<file path="src/rtl/fetch_buffer_pkg.sv">
// Shared types and constants for the instruction fetch buffer.
package fetch_buffer_pkg;

    localparam int INSTR_W = 32;
    localparam int ADDR_W  = 32;

    localparam logic [ADDR_W-1:0] DEFAULT_RESET_PC = 32'h0000_0000;

    // One queued fetch: the instruction word and its sequential successor address.
    typedef struct packed {
        logic [INSTR_W-1:0] instr;
        logic [ADDR_W-1:0]  pc4;
    } fetch_entry_t;

    // Force a fetch target onto a word boundary.
    function automatic logic [ADDR_W-1:0] word_align(input logic [ADDR_W-1:0] addr);
        return {addr[ADDR_W-1:2], 2'b00};
    endfunction

endpackage

</file>
<file path="src/rtl/fetch_fifo.sv">
// Small synchronous FIFO of fetch entries with flush, occupancy count and
// combinational head read. Storage is not reset; only pointers and count are.
module fetch_fifo
    import fetch_buffer_pkg::*;
#(
    parameter int DEPTH = 4,
    localparam int CNT_W = $clog2(DEPTH) + 1
) (
    input  logic             clk,
    input  logic             rst,
    input  logic             push,
    input  logic             pop,
    input  logic             flush,
    input  fetch_entry_t     wr_entry,
    output fetch_entry_t     rd_entry,
    output logic [CNT_W-1:0] count
);

    localparam int PTR_W = $clog2(DEPTH);

    fetch_entry_t     mem [DEPTH];
    logic [PTR_W-1:0] head;
    logic [PTR_W-1:0] tail;

    // Entry storage: written at the tail on push, never on a flush edge.
    always_ff @(posedge clk) begin
        if (push && !flush) begin
            mem[tail] <= wr_entry;
        end
    end

    // Pointer and count update; flush wins, pointers wrap naturally (DEPTH is a power of two).
    always_ff @(posedge clk or posedge rst) begin
        if (rst) begin
            head  <= '0;
            tail  <= '0;
            count <= '0;
        end else if (flush) begin
            head  <= '0;
            tail  <= '0;
            count <= '0;
        end else begin
            if (push) begin
                tail <= tail + 1'b1;
            end
            if (pop) begin
                head <= head + 1'b1;
            end
            case ({push, pop})
                2'b10:   count <= count + 1'b1;
                2'b01:   count <= count - 1'b1;
                default: count <= count;
            endcase
        end
    end

    // Head entry is read straight from storage.
    always_comb begin
        rd_entry = mem[head];
    end

endmodule

</file>
<file path="src/rtl/fetch_buffer.sv">
// Instruction fetch stage: owns the fetch PC, fills a small instruction queue
// from a combinational instruction memory and presents the head to IF/ID.
// A redirect flushes the queue and reloads the fetch PC.
module fetch_buffer
    import fetch_buffer_pkg::*;
#(
    parameter int                DEPTH    = 4,
    parameter logic [ADDR_W-1:0] RESET_PC = DEFAULT_RESET_PC,
    localparam int               CNT_W    = $clog2(DEPTH) + 1
) (
    input  logic               clk,
    input  logic               rst,
    output logic [ADDR_W-1:0]  imem_addr,
    input  logic [INSTR_W-1:0] imem_data,
    input  logic               redirect_valid,
    input  logic [ADDR_W-1:0]  redirect_pc,
    output logic               out_valid,
    input  logic               out_ready,
    output logic [INSTR_W-1:0] out_instr,
    output logic [ADDR_W-1:0]  out_pc4,
    output logic [CNT_W-1:0]   occupancy
);

    localparam logic [CNT_W-1:0] FULL_CNT = CNT_W'(DEPTH);

    logic [ADDR_W-1:0] fetch_pc;
    logic [ADDR_W-1:0] fetch_pc_nxt;
    logic [ADDR_W-1:0] fetch_pc_inc;
    logic              push;
    logic              pop;
    fetch_entry_t      wr_entry;
    fetch_entry_t      head_entry;

    // Queue control: redirect suppresses both push and pop; a full queue
    // accepts a push only when the head leaves on the same edge.
    always_comb begin
        fetch_pc_inc   = fetch_pc + 32'd4;
        out_valid      = (occupancy != '0);
        pop            = out_valid && out_ready && !redirect_valid;
        push           = !redirect_valid && ((occupancy < FULL_CNT) || pop);
        wr_entry.instr = imem_data;
        wr_entry.pc4   = fetch_pc_inc;
        if (redirect_valid) begin
            fetch_pc_nxt = word_align(redirect_pc);
        end else if (push) begin
            fetch_pc_nxt = fetch_pc_inc;
        end else begin
            fetch_pc_nxt = fetch_pc;
        end
    end

    // Fetch PC register.
    always_ff @(posedge clk or posedge rst) begin
        if (rst) begin
            fetch_pc <= RESET_PC;
        end else begin
            fetch_pc <= fetch_pc_nxt;
        end
    end

    // Head presentation: zeroed whenever the queue is empty.
    always_comb begin
        imem_addr = fetch_pc;
        out_instr = '0;
        out_pc4   = '0;
        if (out_valid) begin
            out_instr = head_entry.instr;
            out_pc4   = head_entry.pc4;
        end
    end

    fetch_fifo #(
        .DEPTH (DEPTH)
    ) u_fifo (
        .clk      (clk),
        .rst      (rst),
        .push     (push),
        .pop      (pop),
        .flush    (redirect_valid),
        .wr_entry (wr_entry),
        .rd_entry (head_entry),
        .count    (occupancy)
    );

endmodule

</file>
<file path="config.mk">
export PLATFORM = sky130hd
export DESIGN_NAME = fetch_buffer
export DESIGN_NICKNAME = d
export VERILOG_FILES = /design/src/rtl/fetch_buffer_pkg.sv /design/src/rtl/fetch_fifo.sv /design/src/rtl/fetch_buffer.sv
export SDC_FILE = /design/constraint.sdc
export NUM_CORES = 1
export LEC_CHECK = 0
export CAP_MARGIN = 20
export CELL_PAD_IN_SITES_DETAIL_PLACEMENT = 1
export CELL_PAD_IN_SITES_GLOBAL_PLACEMENT = 1
export CORE_ASPECT_RATIO = 0.9
export CORE_UTILIZATION = 40
export CTS_BUF_LIST = sky130_fd_sc_hd__clkbuf_8
export DETAILED_ROUTE_END_ITERATION = 16
export PLACE_DENSITY = 0.74
export SLEW_MARGIN = 20
export SYNTH_ARGS = -nofsm -noshare
export SYNTH_HDL_FRONTEND = slang
export SYNTH_SLANG_ARGS = --single-unit
</file>
<file path="constraint.sdc">
create_clock -name clk -period 4.1 [get_ports clk]
set_input_delay 0.82 -clock clk [delete_from_list [all_inputs] [get_ports clk]]
set_output_delay 0.82 -clock clk [all_outputs]
set_load 0.005 [all_outputs]
</file>
# == After elaboration in Yosys (flattened, before gate mapping) ==
# Memory sizes are Yosys's and may differ from the RTL's.
# Cells that the tools add are included.
# totals
memories,1
ram_bits,256
output_inout_bits,100
input_bits,68
elab_cells,35
reg_bits,39
# mem_list
memory,depth,word_bits,read_ports,rd_ports_with_merged_regs,wr,line_no,text
u_fifo.mem,4,64,1,0,1,fetch_fifo.sv:21,fetch_entry_t mem [DEPTH];
# classes
eq_ne,2
n_reduce_logical,10
magnitude_cmp,1
mux,12
addsub,5
# ops
cell,count
$mux 32,4
$add 32x3->32 const B,1
$mux 2,4
$pmux 3 s2,1
$reduce_bool 3->1,2
$add 2x1->2 const B,2
$logic_and 1x1->1,4
$reduce_bool 2->1,2
$add 3x1->3 const B,1
$lt 3x3->1 const B,1
$mux 3,1
$sub 3x1->3 const B,1
$eq 2x1->1 const B,1
$eq 2x2->1 const B,1
$mux 1,2
$logic_not 1->1,1
$logic_or 1x1->1,1

# == Depth between registers and ports, before layout ==
# Gate-level depths: netlist (run 1).
# depth
ltp_word,8
ltp_mapped,6
mapped_depth_nobuf,5

# == Cells and area by module ==
# Synthesis (run 1) repeated with hierarchy kept, for this count alone.
# hier_totals
cells_unflattened,724
area_unflattened_um2,12373.1
# modules_own_cells
module,n_inst,cells_each,seq_area_each_um2,area_per_inst_um2
fetch_fifo,1,376,7862.5,9660.5
fetch_buffer,1,348,750.7,2712.6

# == Least setup slack after synthesis (run 1) ==
# OpenSTA, ideal clock, no wires.
# synth_timing
path_type,input to register
startpoint,input out_ready
endpoint,memory u_fifo.mem[0][10] in the netlist's numbering (enable)
path_buffers,1
required_ns,3.673
path_slack_ns,0.937
t_arrival_ns,2.736
path_stages,3
setup_time_ns,0.427
cell_sequence,or2b_2 clkbuf_1 and3_1
# synth_via
elab_chain_cells,7
# synth_lines
element,line_no,text
start: declaration,fetch_buffer.sv:18,"input logic out_ready,"
$logic_and 1x1->1 (2 in series),fetch_buffer.sv:39,pop = out_valid && out_ready && !redirect_valid;
$logic_or 1x1->1,fetch_buffer.sv:40,push = !redirect_valid && ((occupancy < FULL_CNT) || pop);
$logic_and 1x1->1,fetch_buffer.sv:40,
$logic_and 1x1->1,fetch_fifo.sv:27,if (push && !flush) begin
$mux 1,fetch_fifo.sv:27,
$mux 1 (implied by the code),fetch_fifo.sv:28,mem[tail] <= wr_entry;
end: declaration,fetch_fifo.sv:21,
# No other way between the ends.

# == Worst setup path after layout (run 1) ==
# layout_timing
startpoint,register u_fifo.count[1]
endpoint,output out_instr[29]
# layout_via
elab_chain_cells,2
# layout_lines
element,line_no,text
start: declaration,fetch_fifo.sv:16,output logic [CNT_W-1:0] count
start signal: assignment,fetch_fifo.sv:50,2'b10: count <= count + 1'b1;
start signal: assignment,fetch_fifo.sv:51,2'b01: count <= count - 1'b1;
start signal: assignment,fetch_fifo.sv:52,default: count <= count;
$reduce_bool 3->1,fetch_buffer.sv:38,out_valid = (occupancy != '0);
$mux 32,fetch_buffer.sv:66,if (out_valid) begin
end: declaration,fetch_buffer.sv:19,"output logic [INSTR_W-1:0] out_instr,"
# No other way between the ends.

==> qor.yml, run 1 <==
timing:
  fin_crit_ns: 3.634
  relSlewSlack_pct: 29.39
  setup_viol: 0
  hold_viol_final: 0
  tightest_slew_ns: 1.050
  report.final.slew_viol_count: 0
  layout_setup_ws_ns: 0.4664
  finalSetupTns_ns: 0
  rsz0062_at_grt: "no"
  fin_crit_sh_pct: 88.62
  whs_ns: 0.4909
  timing.fmax_mhz: 275.2
  finClkSkew_ns: 0.01792
logic_synthesis:
  async_flop_share_pct: 12.98
  syn_area_um2: 12200
  synth_seq_area_share_pct: 68.65
  yosys_warnings: 0
  yosys_most_used_dff: "edfxtp_1"
  synth_enable_flop_cells: 248
  syn_area_per_cell_um2: 16.37
  ys_ff_latch: 285
  synthCells: 745
  synth_cell_type_count: 47
die:
  die_y_um: 167.7
  dieArea_um2: 31200
  die_w_um: 186.1
  rows: 60
  initial_core_util_pct: 40.72
  core_um2: 29950
  ios: 168
cts:
  clock_sinks: 285
  clkTransAtPathRegs_ns: 0.06
  cts_buffer_depth: 3
  cts_resized: 0
  htreeDepth: 2
  cts_root_buffer: "clkbuf_8"
  holdBufCountCts: 0
  clk_latency_ns: 0.55
  cts_tree: "yes"
  cts_buffers: 47
  cts_setup_buffers: 0
place:
  gp_congestion: 0.8022
  hpwl_um: 18820
  port_buffers: 161
  dp_slack_ns: 0.9441
finish:
  n_antenna_cell: 0
  final_layout_size_suffix_gt1_share_pct: 17.18
  final_nets: 1004
  area_delta_synth_final_pct: 24.85
  final_util_pct: 50.84
grt:
  grt_max_degree: 58
  antenna_found_initial: 0
  grt_use_total_pct: 18.81
  gr-total-overflow: 0
  grt_pass1_vias: 7611
  grt_pass1_wl_um: 44020
critical_path:
  cp.arrival_ns: 2.81
  worstPathCellList: "or3_2 -> buf_4 -> and2_1 -> clkdlybuf4s50_1"
  crit_fanout: 40
  r2r_cells: 4
  path_delay_family: "simple AND/OR/NAND/NOR gates"
  crit_type: "flip-flop to primary output"
  cp_data_required_time_ns: 3.28
  cpMaxStageDelayCell: "or3_2"
  start_kind: "flip-flop"
  path_buf_inv: 2
  end_kind: "primary output"
  cp.depth: 4
  cpPeakStageDelay_ns: 0.84
status:
  status: "complete, no violations"
route:
  dr.pass1.iters: 5
  ant_nets: 0
  drt_iter0_drc: 386
  wl_per_cell_um: 20.65
  drc_errors: 0
  vias: 7115
  viasPerCell: 5.197
  routed_wl_um: 28270
min_path:
  hp-class: "input port to asynchronous set/reset pin"
pwr:
  p_leak_nw: 5.053
  power_density_nw_per_um2: 563.3
  ir_drop_v: 0.0002158
job:
  maxCapViolations: 0
-- worst register-to-register path: cells and delay by family (launching register included) --
kind / cells / cell delay (ns)
and+or+nand+nor: 3 / 1.39
xor gates and xnor gates: 1 / 0.55
DFF: 1 / 0.57
-- per-stage QoR --
step / cells / cell area, um2 / power (mW)
3_3_place_gp: 1283 / 14300 / 6.267
2_1_floorplan: 749 / 12210 / 5.023
5_1_grt: 1369 / 15230 / 9.042
6_report: 1369 / 15230 / 8.577
4_1_cts: 1368 / 15200 / 8.742
3_5_place_dp: 1283 / 14300 / 6.338
-- Yosys cell counts, types with 3 or more instances --
| master | number | share of area, % |
|---|---|---|
| nand2_1 | 48 | 1.5 |
| xnor2_1 | 23 | 1.7 |
| mux4_2 | 62 | 11 |
| or4_1 | 12 | 0.74 |
| nor2b_1 | 4 | 0.21 |
| buf_4 | 5 | 0.31 |
| and2_1 | 66 | 3.4 |
| clkbuf_1 | 24 | 0.74 |
| and3_1 | 8 | 0.41 |
| nand4_1 | 14 | 0.72 |
| a31oi_1 | 8 | 0.41 |
| buf_2 | 15 | 0.62 |
| or3_1 | 6 | 0.31 |
| nor4_1 | 5 | 0.26 |
| and4_1 | 3 | 0.22 |
| xor2_1 | 19 | 1.4 |
| inv_1 | 6 | 0.18 |
| nor2_1 | 29 | 0.89 |
| edfxtp_1 | 248 | 61 |
| dfrtp_1 | 37 | 7.6 |
| a21oi_1 | 5 | 0.21 |
| o31ai_1 | 9 | 0.55 |
| ha_1 | 5 | 0.51 |
| nand3_1 | 28 | 1.1 |
| nor3_1 | 10 | 0.41 |
| o21ai_0 | 17 | 0.70 |
| o311ai_0 | 3 | 0.22 |
| a22oi_1 | 3 | 0.18 |
-- flip-flops by register name, summed over array words and instances, names as in the netlist --
| register | flops |
|---|---|
| u_fifo.tail | 2 |
| u_fifo.mem | 248 |
| u_fifo.count | 3 |
| u_fifo.head | 2 |
| imem_addr | 30 |
-- kinds of logic after synthesis --
family	synth area share, %
buf+inv	2.370
xor+xnor	3.016
other cells	0.03075
mux	11.53
fa+ha+maj	0.6771
compound gates	2.544
flops	68.65
simple gates	11.18
-- layer usage --
metal	up-vias	GRT usage (%)	part of all wire [%]
met3	45	3.784	5.7
met2	220	29.75	48
li1	3261	-	-
met1	3589	26.41	45
met4	0	5.239	2.1
met5	-	0	0
-- path summary, 6_finish.rpt --
kind	startpoint	to	slack, ns
max	u_fifo.count[1]	out_instr[29]	0.47
min	rst	imem_addr[10]	0.49
max reg2reg	imem_addr[14]	u_fifo.mem[3][31]	1.30
min reg2reg	u_fifo.tail[1]	u_fifo.tail[1]	0.57
max in group asynchronous	rst	imem_addr[21]	3.00
min in group clk	u_fifo.tail[1]	u_fifo.tail[1]	0.57
-- final cells by class --
cell class	instances	area (um2)
inverters	6	22.52
clock inverters	34	202.7
fillers	2893	14730
multi-input cells	408	3571
clock buffers	51	701.9
well taps	403	504.2
repair buffers	182	1847
flip-flops and latches	285	8378
-- cells in the final DEF (no fill, tap or decap), types with 3 or more instances in the layout --
cell	synthesis	routed
edfxtp_1	248	248
clkdlybuf4s50_1	0	160
and2_1	66	66
mux4_2	62	62
clkbuf_8	1	51
nand2_1	48	48
dfrtp_1	37	35
nor2_1	29	29
nand3_1	28	28
xnor2_1	23	23
xor2_1	19	19
o21ai_0	17	17
buf_4	5	15
nand4_1	14	14
inv_1	6	14
or4_1	12	12
clkinv_2	0	12
nor3_1	10	10
clkinv_1	0	10
o31ai_1	9	9
a31oi_1	8	8
or3_1	6	5
nor4_1	5	5
a21oi_1	5	5
conb_1	1	5
ha_1	5	5
buf_12	0	5
nor2b_1	4	4
and3_1	8	4
and3_4	0	4
and4_1	3	3
o311ai_0	3	3
a22oi_1	3	3
-- power by group --
part           internal [mW]  leakage, nW  switching (mW)  total (mW)
logic                   1.41         1.84            1.06        2.48
registers               3.55         2.71           0.179        3.73
clock network           1.28        0.504            1.09        2.37
Note: power is estimated with default switching activity, not from simulation.
==> inputs of run 2 (changes only) <==
--- a/config.mk
+++ b/config.mk
@@ -9,10 +9,10 @@
 export CELL_PAD_IN_SITES_DETAIL_PLACEMENT = 1
 export CELL_PAD_IN_SITES_GLOBAL_PLACEMENT = 1
 export CORE_ASPECT_RATIO = 0.9
-export CORE_UTILIZATION = 40
+export CORE_UTILIZATION = 48
 export CTS_BUF_LIST = sky130_fd_sc_hd__clkbuf_8
 export DETAILED_ROUTE_END_ITERATION = 16
-export PLACE_DENSITY = 0.74
+export PLACE_DENSITY = 0.86
 export SLEW_MARGIN = 20
 export SYNTH_ARGS = -nofsm -noshare
 export SYNTH_HDL_FRONTEND = slang
==> run 2 against run 1 <==
Against the previous run: combinational power barely moved; worst hold slack improved by 0.11 ns; clock power barely moved; routed wire length rose by 3.3%; largest cell class unchanged; clock skew rose by 0.0033 ns; critical path depth did not move; clock-buffer cell count fell by 3; cell count fell by 4.7%; sequential power barely moved; global-route usage rose by 4.2 points.
==> qor.yml, run 2 (synthesis gave the netlist of run 1 again) <==
critical_path:
  worstSetupStartpoint: "u_fifo.head[1]"  # was u_fifo.count[1]
  cp_data_required_time_ns: 3.28  # about the same
  cp.arrival_ns: 2.74  # was 2.81 ns
  crit_type: "flip-flop to primary output"  # unchanged
  start_kind: "flip-flop"  # unchanged
  r2r_start: "imem_addr[2]"  # was imem_addr[14]
  rrSetupSlack_ns: 1.38  # was 1.30 ns
  setup.worst_path.end: "out_pc4[8]"  # was out_instr[29]
  reg2reg_to: "u_fifo.mem[3][22]"  # was u_fifo.mem[3][31]
  r2r_cells: 5  # was 4
  end_kind: "primary output"  # unchanged
  crit_fanout: 27  # was 40
cts:
  htreeDepth: 2  # unchanged
  cts_resized: 0  # unchanged
  cts_root_buffer: "clkbuf_8"  # unchanged
  holdBufCountCts: 0  # unchanged
  cts_buffers: 47  # unchanged
  cts_setup_buffers: 0  # unchanged
  cts_buffer_depth: 3  # unchanged
  clock_sinks: 285  # unchanged
  cts_tree: "yes"  # unchanged
  clk_latency_ns: 0.57  # was 0.55 ns
  clkTransAtPathRegs_ns: 0.06  # about the same
die:
  core_um2: 24590  # was 29950 um2
  ios: 168  # unchanged
  rows: 54  # was 60
  dieArea_um2: 26050  # was 31200 um2
  die_w_um: 170.0  # was 186.1 um
  initial_core_util_pct: 49.59  # was 40.72%
  die_y_um: 153.2  # was 167.7 um
job:
  maxCapViolations: 0  # unchanged
timing:
  layout_setup_ws_ns: 0.5383  # was 0.4664 ns
  whs_ns: 0.5959  # was 0.4909 ns
  tightest_slew_ns: 1.101  # was 1.050 ns
  relSlewSlack_pct: 26.44  # was 29.39%
  finalSetupTns_ns: 0  # unchanged
  finClkSkew_ns: 0.02122  # was 0.01792 ns
  report.final.slew_viol_count: 0  # unchanged
  fin_crit_sh_pct: 86.87  # was 88.62%
  timing.fmax_mhz: 280.8  # was 275.2 MHz
  setup_viol: 0  # unchanged
  rsz0062_at_grt: "no"  # unchanged
  hold_viol_final: 0  # unchanged
  fin_crit_ns: 3.562  # was 3.634 ns
finish:
  final_nets: 1005  # was 1004
  mostFrequentLayoutCell: "edfxtp_1"  # unchanged
  area_delta_synth_final_pct: 23.68  # was 24.85%
  layout_common_cells: "248 x edfxtp_1, 160 x clkdlybuf4s50_1, 66 x and2_1"  # unchanged
  n_antenna_cell: 0  # unchanged
  largest-register: "u_fifo.mem"  # unchanged
  final_layout_size_suffix_gt1_share_pct: 16.32  # was 17.18%
  fillers: 2325  # was 2893
  largest_register_ffs: 248  # unchanged
place:
  gp_congestion: 0.8559  # was 0.8022
  dp_slack_ns: 0.8667  # was 0.9441 ns
  hpwl_um: 19290  # was 18820 um
  port_buffers: 161  # unchanged
pwr:
  p_leak_nw: 5.040  # was 5.053 nW
  power_density_nw_per_um2: 571.9  # was 563.3 nW/um2
  ir_drop_v: 0.0002801  # was 0.0002158 V
  fin_total_pwr_mw: 8.626  # was 8.577 mW
grt:
  grt_pass1_wl_um: 44890  # was 44020 um
  grt_pass1_vias: 7911  # was 7611
  gr-total-overflow: 0  # unchanged
  antenna_found_initial: 0  # unchanged
  grt_use_total_pct: 23.01  # was 18.81%
  grt_max_degree: 66  # was 58
route:
  routed_wl_um: 29200  # was 28270 um
  ant_nets: 0  # unchanged
  drc_errors: 0  # unchanged
  dr.pass1.iters: 5  # unchanged
  vias: 7361  # was 7115
  viasPerCell: 5.645  # was 5.197
  drt_iter0_drc: 506  # was 386
  wl_per_cell_um: 22.40  # was 20.65 um
min_path:
  hp-class: "flip-flop to flip-flop"  # was input port to asynchronous set/reset pin
status:
  status: "complete, no violations"  # unchanged
-- run 2: metrics by stage --
step | area, um2 | util (%) | instances
after floorplan | 12210 | - | 749
after global placement | 14170 | 57.61 | 1217
after detailed placement | 14170 | 57.61 | 1217
after CTS | 15060 | 61.25 | 1303
after global routing | 15080 | 61.33 | 1304
final | 15080 | 61.33 | 1304
-- run 2: routing by layer --
layer	vias to the layer above	share of wire (%)	GRT usage [%]
li1	3264	-	-
met1	3772	43	31.79
met2	279	49	37.18
met3	46	6.1	4.505
met4	0	1.9	6.907
met5	-	0	0
-- run 2: worst min path at each step --
stage	startpoint	depth (start not counted)	to
2_1_floorplan	u_fifo.tail[1]	2	u_fifo.tail[1]
3_3_place_gp	u_fifo.tail[1]	2	u_fifo.tail[1]
3_5_place_dp	u_fifo.tail[1]	2	u_fifo.tail[1]
4_1_cts	u_fifo.tail[1]	2	u_fifo.tail[1]
5_1_grt	u_fifo.tail[1]	2	u_fifo.tail[1]
6_report	u_fifo.tail[1]	2	u_fifo.tail[1]
-- run 2: layout make-up --
| cell class | instances | area, um2 | area share, % |
|---|---|---|---|
| well taps | 336 | 420.4 | 2.787 |
| flip-flops and latches | 285 | 8378 | 55.54 |
| multi-input cells | 408 | 3571 | 23.67 |
| inverters | 6 | 22.52 | 0.1493 |
| clock buffers | 48 | 660.6 | 4.380 |
| clock inverters | 38 | 235.2 | 1.559 |
| repair buffers | 183 | 1797 | 11.91 |
-- run 2: worst max-delay path, stage by stage, from the launching register on --
cell and delay, ns:
dfrtp_2 0.89, buf_4 0.33, mux4_2 0.33, and2_1 0.18, clkdlybuf4s50_1 0.44
-- run 2: report_power, final --
part	internal, mW	switching [mW]
clock network	1.28	1.11
registers	3.55	0.211
logic	1.41	1.06
total	6.25	2.38
==> inputs of run 3 (changes only) <==
--- a/config.mk
+++ b/config.mk
@@ -5,6 +5,7 @@
 export SDC_FILE = /design/constraint.sdc
 export NUM_CORES = 1
 export LEC_CHECK = 0
+export ABC_CLOCK_PERIOD_IN_PS = 4100
 export CAP_MARGIN = 20
 export CELL_PAD_IN_SITES_DETAIL_PLACEMENT = 1
 export CELL_PAD_IN_SITES_GLOBAL_PLACEMENT = 1
==> constraint.sdc (replaced) <==
create_clock -name clk -period 4.1 [get_ports clk]
set_input_delay 0.82 -clock clk [delete_from_list [all_inputs] [get_ports clk]]
set_output_delay 0.82 -clock clk [all_outputs]
set_load 0.01 [all_outputs]
==> run 3 against run 2 <==
Against the previous run: utilization decreased by 0.26 points; worst hold slack improved by 0.011 ns; sequential share of layout area is 0.24 points higher; clock skew fell by 0.0080 ns; highest routed layer unchanged.
==> qor.yml, run 3 (synthesis gave the netlist of run 1 again) <==
job:
  maxCapViolations: 0  # unchanged
route:
  wl_per_cell_um: 21.89  # was 22.40 um
  drc_errors: 0  # unchanged
  viasPerCell: 5.554  # was 5.645
  ant_nets: 0  # unchanged
  vias: 7170  # was 7361
  drt_iter0_drc: 574  # was 506
  routed_wl_um: 28260  # was 29200 um
  dr.pass1.iters: 4  # was 5
cts:
  cts_resized: 0  # unchanged
  cts_setup_buffers: 0  # unchanged
  clk_latency_ns: 0.55  # was 0.57 ns
  holdBufCountCts: 0  # unchanged
  clock_sinks: 285  # unchanged
  htreeDepth: 2  # unchanged
  cts_root_buffer: "clkbuf_8"  # unchanged
  cts_tree: "yes"  # unchanged
  cts_buffer_depth: 3  # unchanged
  cts_buffers: 47  # unchanged
  clkTransAtPathRegs_ns: 0.06  # about the same
finish:
  largest-register: "u_fifo.mem"  # unchanged
  final_layout_size_suffix_gt1_share_pct: 16.02  # was 16.32%
  largest_register_ffs: 248  # unchanged
  final_nets: 995  # was 1005
  n_antenna_cell: 0  # unchanged
  final_cell_area_um2: 15020  # was 15080 um2
  multiInputGateArea_um2: 3573  # was 3571 um2
  area_delta_synth_final_pct: 23.15  # was 23.68%
  seqCellArea_um2: 8378  # unchanged
  fillers: 2308  # was 2325
  layout_common_cells: "248 x edfxtp_1, 160 x clkdlybuf4s50_1, 66 x and2_1"  # unchanged
  mostFrequentLayoutCell: "edfxtp_1"  # unchanged
  fin_cells: 1291  # was 1304
timing:
  hold_viol_final: 0  # unchanged
  fin_crit_sh_pct: 87.77  # was 86.87%
  finalSetupTns_ns: 0  # unchanged
  layout_setup_ws_ns: 0.5013  # was 0.5383 ns
  rsz0062_at_grt: "no"  # unchanged
  tightest_slew_ns: 1.023  # was 1.101 ns
  setup_viol: 0  # unchanged
  report.final.slew_viol_count: 0  # unchanged
  relSlewSlack_pct: 31.20  # was 26.44%
  finClkSkew_ns: 0.01318  # was 0.02122 ns
  timing.fmax_mhz: 277.9  # was 280.8 MHz
  fin_crit_ns: 3.599  # was 3.562 ns
critical_path:
  start_kind: "flip-flop"  # unchanged
  r2r_cells: 5  # unchanged
  r2r_start: "imem_addr[2]"  # unchanged
  worstSetupStartpoint: "u_fifo.head[0]"  # was u_fifo.head[1]
  cp_data_required_time_ns: 3.28  # about the same
  crit_fanout: 23  # was 27
  end_kind: "primary output"  # unchanged
  cp.arrival_ns: 2.78  # was 2.74 ns
  crit_type: "flip-flop to primary output"  # unchanged
die:
  die_w_um: 170.0  # unchanged
  core_um2: 24590  # unchanged
  rows: 54  # unchanged
  initial_core_util_pct: 49.59  # unchanged
  die_y_um: 153.2  # unchanged
  dieArea_um2: 26050  # unchanged
  ios: 168  # unchanged
pwr:
  power_frac_seq_pct: 44.1  # was 43.6%
  power_density_nw_per_um2: 571.9  # about the same
  p_switching_mw: 2.457  # was 2.381 mW
  power_frac_comb_pct: 29.9  # was 28.6%
  ir_drop_v: 0.0002835  # was 0.0002801 V
  power.share.clock_pct: 26.0  # was 27.8%
  p_sw_share_pct: 28.60  # was 27.60%
  p_leak_nw: 5.022  # was 5.040 nW
  fin_total_pwr_mw: 8.591  # was 8.626 mW
  p_int_mw: 6.133  # was 6.246 mW
place:
  place_inst: 1208  # was 1217
  port_buffers: 161  # unchanged
  place_area_um2: 14180  # was 14170 um2
  dp_slack_ns: 0.7923  # was 0.8667 ns
  gp_congestion: 0.8698  # was 0.8559
  hpwl_um: 18560  # was 19290 um
min_path:
  holdPathStages: 2  # unchanged
  hp-class: "flip-flop to flip-flop"  # unchanged
  hp-start: "u_fifo.tail[1]"  # unchanged
grt:
  grt_use_total_pct: 22.32  # was 23.01%
  gr-total-overflow: 0  # unchanged
  antenna_found_initial: 0  # unchanged
  grt_max_degree: 66  # unchanged
  grt_pass1_wl_um: 43680  # was 44890 um
  grt_pass1_vias: 7632  # was 7911
status:
  status: "complete, no violations"  # unchanged
-- run 3: cell types whose count changed in the layout (fill, tap and decap cells not counted), sizes merged --
cell	previous run	this run
buf	23	13
clkinv	21	13
inv	19	26
bufinv	3	1
clkbuf	48	49
clkinvlp	1	0
-- run 3: critical path, stage by stage, from the launching register on --
cell and delay (ns):
dfrtp_4 0.72, buf_12 0.29, mux4_2 0.56, and2_1 0.18, clkdlybuf4s50_1 0.47
-- run 3: layout make-up --
cell class	instances	area share, %
clock buffers	49	4.490
well taps	336	2.799
multi-input cells	408	23.79
clock inverters	34	1.116
inverters	6	0.1499
repair buffers	173	11.88
flip-flops and latches	285	55.78
-- run 3: power groups by stage --
stage / clock (mW) / sequential [mW] / combinational (mW)
global placement: 0 / 3.82 / 2.54
floorplan: 0 / 3.73 / 1.44
global route: 2.41 / 3.83 / 2.76
detailed placement: 0 / 3.85 / 2.62
finish: 2.23 / 3.79 / 2.57
CTS: 2.30 / 3.79 / 2.62
-- run 3: per-stage QoR --
step           hold slack [ns]  util, %
2_1_floorplan           0.5381        -
3_3_place_gp            0.5653    57.64
3_5_place_dp            0.6054    57.64
4_1_cts                 0.6137    61.07
5_1_grt                 0.6408    61.08
6_report                0.6069    61.08
-- run 3: layer usage --
metal | track usage (%) | part of all wire [%] | vias up
met5 | 0 | 0 | -
met4 | 5.706 | 1.0 | 0
met2 | 36.24 | 49 | 294
met3 | 4.298 | 6.4 | 27
li1 | - | - | 3238
met1 | 31.10 | 44 | 3611
-- run 3: final timing paths --
kind | to | slack (ns)
setup / recovery | out_pc4[13] | 0.50
hold / removal | u_fifo.tail[1] | 0.61
setup reg to reg | u_fifo.mem[0][22] | 1.27
hold reg to reg | u_fifo.tail[1] | 0.61
max in group asynchronous | imem_addr[13] | 2.79
min in group asynchronous | imem_addr[23] | 0.68
